## src/rtl/fetch_pkg.sv

```systemverilog
// Shared types and constants for the instruction-fetch front end.
package fetch_pkg;
    localparam int XLEN = 32;
    localparam int PC_STEP = 4;
    localparam logic [XLEN-1:0] DEFAULT_RESET_PC = 32'h0000_0000;

    typedef struct packed {
        logic [XLEN-1:0] pc;
        logic [XLEN-1:0] inst;
    } fetch_entry_t;
endpackage

```

## src/rtl/fetch_if.sv

```systemverilog
// Instruction-memory request/response channel plus the decode-side handshake.
interface fetch_if #(parameter int D_WIDTH = 32);
    logic               imem_req_valid;
    logic [D_WIDTH-1:0] imem_req_addr;
    logic               imem_req_ready;
    logic               imem_rsp_valid;
    logic [D_WIDTH-1:0] imem_rsp_data;
    logic               inst_valid;
    logic [D_WIDTH-1:0] inst;
    logic [D_WIDTH-1:0] prog_addr;
    logic               inst_ready;

    modport master (
        output imem_req_valid, imem_req_addr, inst_valid, inst, prog_addr,
        input  imem_req_ready, imem_rsp_valid, imem_rsp_data, inst_ready
    );

    modport slave (
        input  imem_req_valid, imem_req_addr, inst_valid, inst, prog_addr,
        output imem_req_ready, imem_rsp_valid, imem_rsp_data, inst_ready
    );
endinterface

```

## src/rtl/fetch_queue.sv

```systemverilog
// Synchronous FIFO with flush; DEPTH must be a power of two so pointers wrap freely.
module fetch_queue #(
    parameter int  DEPTH = 4,
    parameter type T     = fetch_pkg::fetch_entry_t
) (
    input  logic                   clk,
    input  logic                   rst_n,
    input  logic                   flush,
    input  logic                   push,
    input  T                       push_data,
    input  logic                   pop,
    output T                       head,
    output logic [$clog2(DEPTH):0] count,
    output logic                   full,
    output logic                   empty
);
    localparam int AW = $clog2(DEPTH);
    localparam int CW = AW + 1;

    T              mem [DEPTH];
    logic [AW-1:0] rd_ptr;
    logic [AW-1:0] wr_ptr;
    logic          do_push;
    logic          do_pop;

    assign empty   = (count == '0);
    assign full    = (count == CW'(DEPTH));
    assign do_push = push && !full;
    assign do_pop  = pop && !empty;
    assign head    = mem[rd_ptr];

    // Storage is reset so the head reads as zero straight out of reset.
    always_ff @(posedge clk or negedge rst_n) begin
        if (!rst_n) begin
            rd_ptr <= '0;
            wr_ptr <= '0;
            count  <= '0;
            for (int i = 0; i < DEPTH; i++) mem[i] <= '0;
        end else if (flush) begin
            rd_ptr <= '0;
            wr_ptr <= '0;
            count  <= '0;
        end else begin
            if (do_push) begin
                mem[wr_ptr] <= push_data;
                wr_ptr      <= wr_ptr + AW'(1);
            end
            if (do_pop) rd_ptr <= rd_ptr + AW'(1);
            count <= count + CW'(do_push) - CW'(do_pop);
        end
    end
endmodule

```

## src/rtl/fetch_unit.sv

```systemverilog
// Fetch front end: owns the fetch PC, issues credit-limited sequential requests,
// and queues returned instructions for decode; redirects flush and drop stale responses.
module fetch_unit
    import fetch_pkg::*;
#(
    parameter int                 D_WIDTH  = XLEN,
    parameter logic [D_WIDTH-1:0] RESET_PC = DEFAULT_RESET_PC,
    parameter int                 DEPTH    = 4
) (
    input  logic               clk,
    input  logic               rst_n,
    input  logic               pcsrc,
    input  logic [D_WIDTH-1:0] jumpaddress,
    fetch_if.master            bus
);
    localparam int CW = $clog2(DEPTH) + 1;

    typedef struct packed {
        logic [D_WIDTH-1:0] pc;
        logic [D_WIDTH-1:0] inst;
    } entry_t;

    logic [D_WIDTH-1:0] fetch_pc;
    logic [CW-1:0]      inflight;
    logic [CW-1:0]      drop;
    logic [CW-1:0]      q_count;
    logic [CW-1:0]      pc_count;
    logic [CW:0]        credit_used;
    logic               started;
    logic               req_fire;
    logic               rsp_ok;
    logic               q_push;
    logic               q_pop;
    logic               q_full;
    logic               q_empty;
    logic               pc_full;
    logic               pc_empty;
    entry_t             q_in;
    entry_t             q_head;
    entry_t             pc_in;
    entry_t             pc_head;
    logic               unused_ok;

    // Queue occupancy plus outstanding requests can never exceed DEPTH, so
    // neither FIFO can overflow and a response always has a slot.
    assign credit_used        = {1'b0, q_count} + {1'b0, inflight};
    assign bus.imem_req_valid = started && !pcsrc && (credit_used < (CW+1)'(DEPTH));
    assign bus.imem_req_addr  = fetch_pc;

    assign req_fire = bus.imem_req_valid && bus.imem_req_ready;
    assign rsp_ok   = bus.imem_rsp_valid && (inflight != '0);
    assign q_push   = rsp_ok && !pcsrc && (drop == '0);
    assign q_pop    = bus.inst_valid && bus.inst_ready && !pcsrc;

    always_comb begin
        pc_in      = '0;
        pc_in.pc   = fetch_pc;
        q_in       = '0;
        q_in.pc    = pc_head.pc;
        q_in.inst  = bus.imem_rsp_data;
    end

    assign bus.inst_valid = !q_empty;
    assign bus.inst       = q_head.inst;
    assign bus.prog_addr  = q_head.pc;

    // started holds request-valid low until the first edge after reset release.
    always_ff @(posedge clk or negedge rst_n) begin
        if (!rst_n) begin
            started  <= 1'b0;
            fetch_pc <= RESET_PC;
            inflight <= '0;
            drop     <= '0;
        end else begin
            started <= 1'b1;
            if (pcsrc)         fetch_pc <= {jumpaddress[D_WIDTH-1:2], 2'b00};
            else if (req_fire) fetch_pc <= fetch_pc + D_WIDTH'(PC_STEP);
            inflight <= inflight + CW'(req_fire) - CW'(rsp_ok);
            if (pcsrc)                       drop <= inflight - CW'(rsp_ok);
            else if (rsp_ok && drop != '0)   drop <= drop - CW'(1);
        end
    end

    fetch_queue #(.DEPTH(DEPTH), .T(entry_t)) u_pc_fifo (
        .clk       (clk),
        .rst_n     (rst_n),
        .flush     (1'b0),
        .push      (req_fire),
        .push_data (pc_in),
        .pop       (rsp_ok),
        .head      (pc_head),
        .count     (pc_count),
        .full      (pc_full),
        .empty     (pc_empty)
    );

    fetch_queue #(.DEPTH(DEPTH), .T(entry_t)) u_inst_q (
        .clk       (clk),
        .rst_n     (rst_n),
        .flush     (pcsrc),
        .push      (q_push),
        .push_data (q_in),
        .pop       (q_pop),
        .head      (q_head),
        .count     (q_count),
        .full      (q_full),
        .empty     (q_empty)
    );

    assign unused_ok = &{1'b0, pc_head.inst, pc_count, pc_full, pc_empty, q_full};

    // A response with nothing outstanding is a memory protocol violation.
    a_rsp_needs_inflight: assert property (@(posedge clk) disable iff (!rst_n)
        !(bus.imem_rsp_valid && inflight == '0));
endmodule

```

## src/flat_wrapper.sv

```systemverilog
// flat-port wrapper written by rule: the top's interface ports become plain ports
module fetch_unit_flat import fetch_pkg::*;
#(
    parameter int                 D_WIDTH  = XLEN,
    parameter logic [D_WIDTH-1:0] RESET_PC = DEFAULT_RESET_PC,
    parameter int                 DEPTH    = 4
)
  (clk, rst_n, pcsrc, jumpaddress, bus_imem_req_valid, bus_imem_req_addr, bus_inst_valid, bus_inst, bus_prog_addr, bus_imem_req_ready, bus_imem_rsp_valid, bus_imem_rsp_data, bus_inst_ready);
  fetch_if #(.D_WIDTH(D_WIDTH)) bus_i ();
  input  logic clk;
  input  logic rst_n;
  input  logic pcsrc;
  input  logic [D_WIDTH-1:0] jumpaddress;
  output wire logic [$bits(bus_i.imem_req_valid)-1:0] bus_imem_req_valid;
  output wire logic [$bits(bus_i.imem_req_addr)-1:0] bus_imem_req_addr;
  output wire logic [$bits(bus_i.inst_valid)-1:0] bus_inst_valid;
  output wire logic [$bits(bus_i.inst)-1:0] bus_inst;
  output wire logic [$bits(bus_i.prog_addr)-1:0] bus_prog_addr;
  input wire logic [$bits(bus_i.imem_req_ready)-1:0] bus_imem_req_ready;
  input wire logic [$bits(bus_i.imem_rsp_valid)-1:0] bus_imem_rsp_valid;
  input wire logic [$bits(bus_i.imem_rsp_data)-1:0] bus_imem_rsp_data;
  input wire logic [$bits(bus_i.inst_ready)-1:0] bus_inst_ready;
  assign bus_imem_req_valid = bus_i.imem_req_valid;
  assign bus_imem_req_addr = bus_i.imem_req_addr;
  assign bus_inst_valid = bus_i.inst_valid;
  assign bus_inst = bus_i.inst;
  assign bus_prog_addr = bus_i.prog_addr;
  assign bus_i.imem_req_ready = bus_imem_req_ready;
  assign bus_i.imem_rsp_valid = bus_imem_rsp_valid;
  assign bus_i.imem_rsp_data = bus_imem_rsp_data;
  assign bus_i.inst_ready = bus_inst_ready;
  fetch_unit #(.D_WIDTH(D_WIDTH), .RESET_PC(RESET_PC), .DEPTH(DEPTH)) u_core (.clk(clk), .rst_n(rst_n), .pcsrc(pcsrc), .jumpaddress(jumpaddress), .bus(bus_i));
endmodule
```

## config.mk

```make
export PLATFORM = sky130hd
export DESIGN_NAME = fetch_unit_flat
export DESIGN_NICKNAME = d
export VERILOG_FILES = /design/src/rtl/fetch_pkg.sv /design/src/rtl/fetch_if.sv /design/src/rtl/fetch_queue.sv /design/src/rtl/fetch_unit.sv /design/src/flat_wrapper.sv
export SDC_FILE = /design/constraint.sdc
export NUM_CORES = 1
export LEC_CHECK = 0
export CORE_MARGIN = 5
export CORE_UTILIZATION = 25
export CTS_CLUSTER_DIAMETER = 150
export DETAILED_ROUTE_END_ITERATION = 10
export GPL_TIMING_DRIVEN = 0
export PLACE_DENSITY = 0.37
export SYNTH_ARGS = -nofsm -noshare
export SYNTH_HDL_FRONTEND = slang
export SYNTH_HIERARCHICAL = 1
export SYNTH_SLANG_ARGS = --single-unit
```

## constraint.sdc

```tcl
create_clock -name clk -period 7.1 [get_ports clk]
set_input_delay 1.42 -clock clk [delete_from_list [all_inputs] [get_ports clk]]
set_output_delay 1.42 -clock clk [all_outputs]
set_load 0.01 [all_outputs]
```

==> metrics <==
first drt pass iteration count=5; Max Clk Rate=roughly 200 MHz; TritonCTS Sinks=around 440; hold path startpoint=u_core/u_inst_q/mem[0]$_DFFE_PN0P_; cells on worst reg2reg path=15; Ports=approximately 170; final hold vios=0; Worst-path clk slew=around 60 ps; Arr. time, crit path=approximately 5500 ps; RSZ-0062 raised after global routing=no; total track usage=about 12%; Reg2Reg Capture Point=u_core/u_pc_fifo/count[2]$_DFF_PN0_; Num CTS Buffers=54; Power Dens Cells=slightly below 300 mW/mm^2; outcome=complete, no violations; Req. time, crit path=7570 ps; Worst Tran Pin Value=between 1000 and 1500 ps; Die X=just over 300 um; Crit. End Element=register; Vias=around 12000; flop2flop setup slack=roughly 3300 ps; largest net degree at the start of global routing=around 120; max-cap violations=0; Die Ht=305 um; vias in the first global route=between 10000 and 15000; Final Instance Area=0.0268 mm^2; CTS tree=yes; H-tree depth=2; Row Count=108; core area=~0.087 mm^2; Post-Route Setup TNS=0 ps; minimum clock period=about 5000 ps; crit path max fanout=10; initial DRC count=between 600 and 700; vias per cell=4.35; final wirelength=between 50 and 60 mm; final setup violation count=0; CTS root buf=clkbuf_16; n_diodes=0; drt drc=0; Netlist Area Pre-Place=0.0218 mm^2; hold path cells=1; Final HPWL DP=between 30 and 40 mm; GP Congestion=0.743; clk_lat worst skew=600 ps; Mapped Cells=1289; Synth-to-Final Area Change=22.9%; most used cells in the layout excluding fill and tap cells=dfrtp_1, mux2_4, clkdlybuf4s50_1; placed insts=~2600; synth warn=6; count of hold-fix buffers inserted at cts=0; CTS Buffer Depth=3; Pleak=11.7 nW; mean cell area of the mapped netlist=about 17 um^2; Slew HR=between 20% and 30%; Post-CTS Setup Bufs=0; VDD IR max=0.211 mV; fin crit share=about 70%; commonest non-fill, non-tap cell in the layout=dfrtp_1; Detail Route Antenna Nets=0; Hold Crit Class=reg -> reg; reg2reg start=u_core/u_inst_q/count[2]$_DFF_PN0_; grt total ovfl=0; initial core utilization=25.1%; Port Buffers=between 150 and 200; nets=roughly 1600; WHS Endpoint=u_core/u_inst_q/mem[0]$_DFFE_PN0P_; Fillers=between 8000 and 9000; layout cell share with drive strength beyond 1=40.2%; Crit Path Category=in -> reg; first-pass GRT wire length=between 80 and 90 mm; Slew Limit Fails=0; antenna violations before repair=0; worst clock skew=approximately 18 ps; Die Footprint=roughly 0.093 mm^2; final cell count without fillers=between 2000 and 3000; cts repair resizes=0; Worst setup SP type=input port; routed length per instance=~22 um; overall power=roughly 8 mW; Area after DPL=0.0250 mm^2
==> power breakdown <==
part / internal, mW / total, mW / switching, mW
clock network: 1.66 / 2.76 / 1.10
registers: 2.82 / 3.09 / 0.266
logic: 1.19 / 2.03 / 0.848
==> final cells by class <==
cell class	instances	area [um^2]	area share [%]
plain buffers	87	1130	4.22
repair buffers	167	1750	6.51
flip-flops and latches	435	10900	40.6
clock buffers	86	1660	6.17
inverters	24	90.1	0.336
well taps	1155	1450	5.39
clock inverters	12	110	0.411
multi-input cells	753	9750	36.4
==> metal layers <==
layer	global-route usage, %	routed length (um)
met1	17.9	28600
met2	19.4	26800
met3	2.42	2420
met4	2.65	956
met5	0	0
==> critical path, stage by stage <==
cell and delay (ps):
clkdlybuf4s50_1 650, clkbuf_1 420, clkbuf_1 420, nor4b_1 1050
and2_1 310, inv_1 60, ha_1 280, inv_1 60
ha_1 130, inv_1 50, fa_1 390, xnor2_1 160
nor2_1 50
==> metrics by stage <==
step                hold WS (ps)  util [%]  setup WS, ps
floorplan                    452         -          3420
global placement             462      28.7        -16320
detailed placement           469      28.9          1600
CTS                          482      30.9          2060
global route                 505      30.9          2070
finish                       478      30.9          2110
==> worst max-delay path by stage <==
stage | from | end | depth (start not counted)
5_1_grt | pcsrc | u_core/u_inst_q/count[2]$_DFF_PN0_ | 13
3_5_place_dp | pcsrc | u_core/u_inst_q/count[2]$_DFF_PN0_ | 13
4_1_cts | u_core/u_inst_q/rd_ptr[1]$_DFFE_PN0P_ | bus_prog_addr[0] | 4
2_1_floorplan | pcsrc | u_core/u_pc_fifo/count[2]$_DFF_PN0_ | 14
3_3_place_gp | rst_n | u_core/u_inst_q/mem[93]$_DFFE_PN0P_ | 1
6_report | pcsrc | u_core/u_inst_q/count[2]$_DFF_PN0_ | 13
==> state kept, by name (all words and copies together), names as in the netlist <==
| signal | cells |
|---|---|
| u_core/u_inst_q/rd_ptr | 2 |
| u_core/started | 1 |
| u_core/u_inst_q/mem | 256 |
| u_core/u_inst_q/wr_ptr | 2 |
| u_core/u_pc_fifo/count | 3 |
| u_core/u_pc_fifo/wr_ptr | 2 |
| u_core/inflight | 3 |
| u_core/bus.imem_req_addr | 30 |
| u_core/u_inst_q/count | 3 |
| u_core/u_pc_fifo/rd_ptr | 2 |
| u_core/drop | 3 |
| u_core/u_pc_fifo/mem | 128 |
Note: power is estimated with default switching activity, not from simulation.
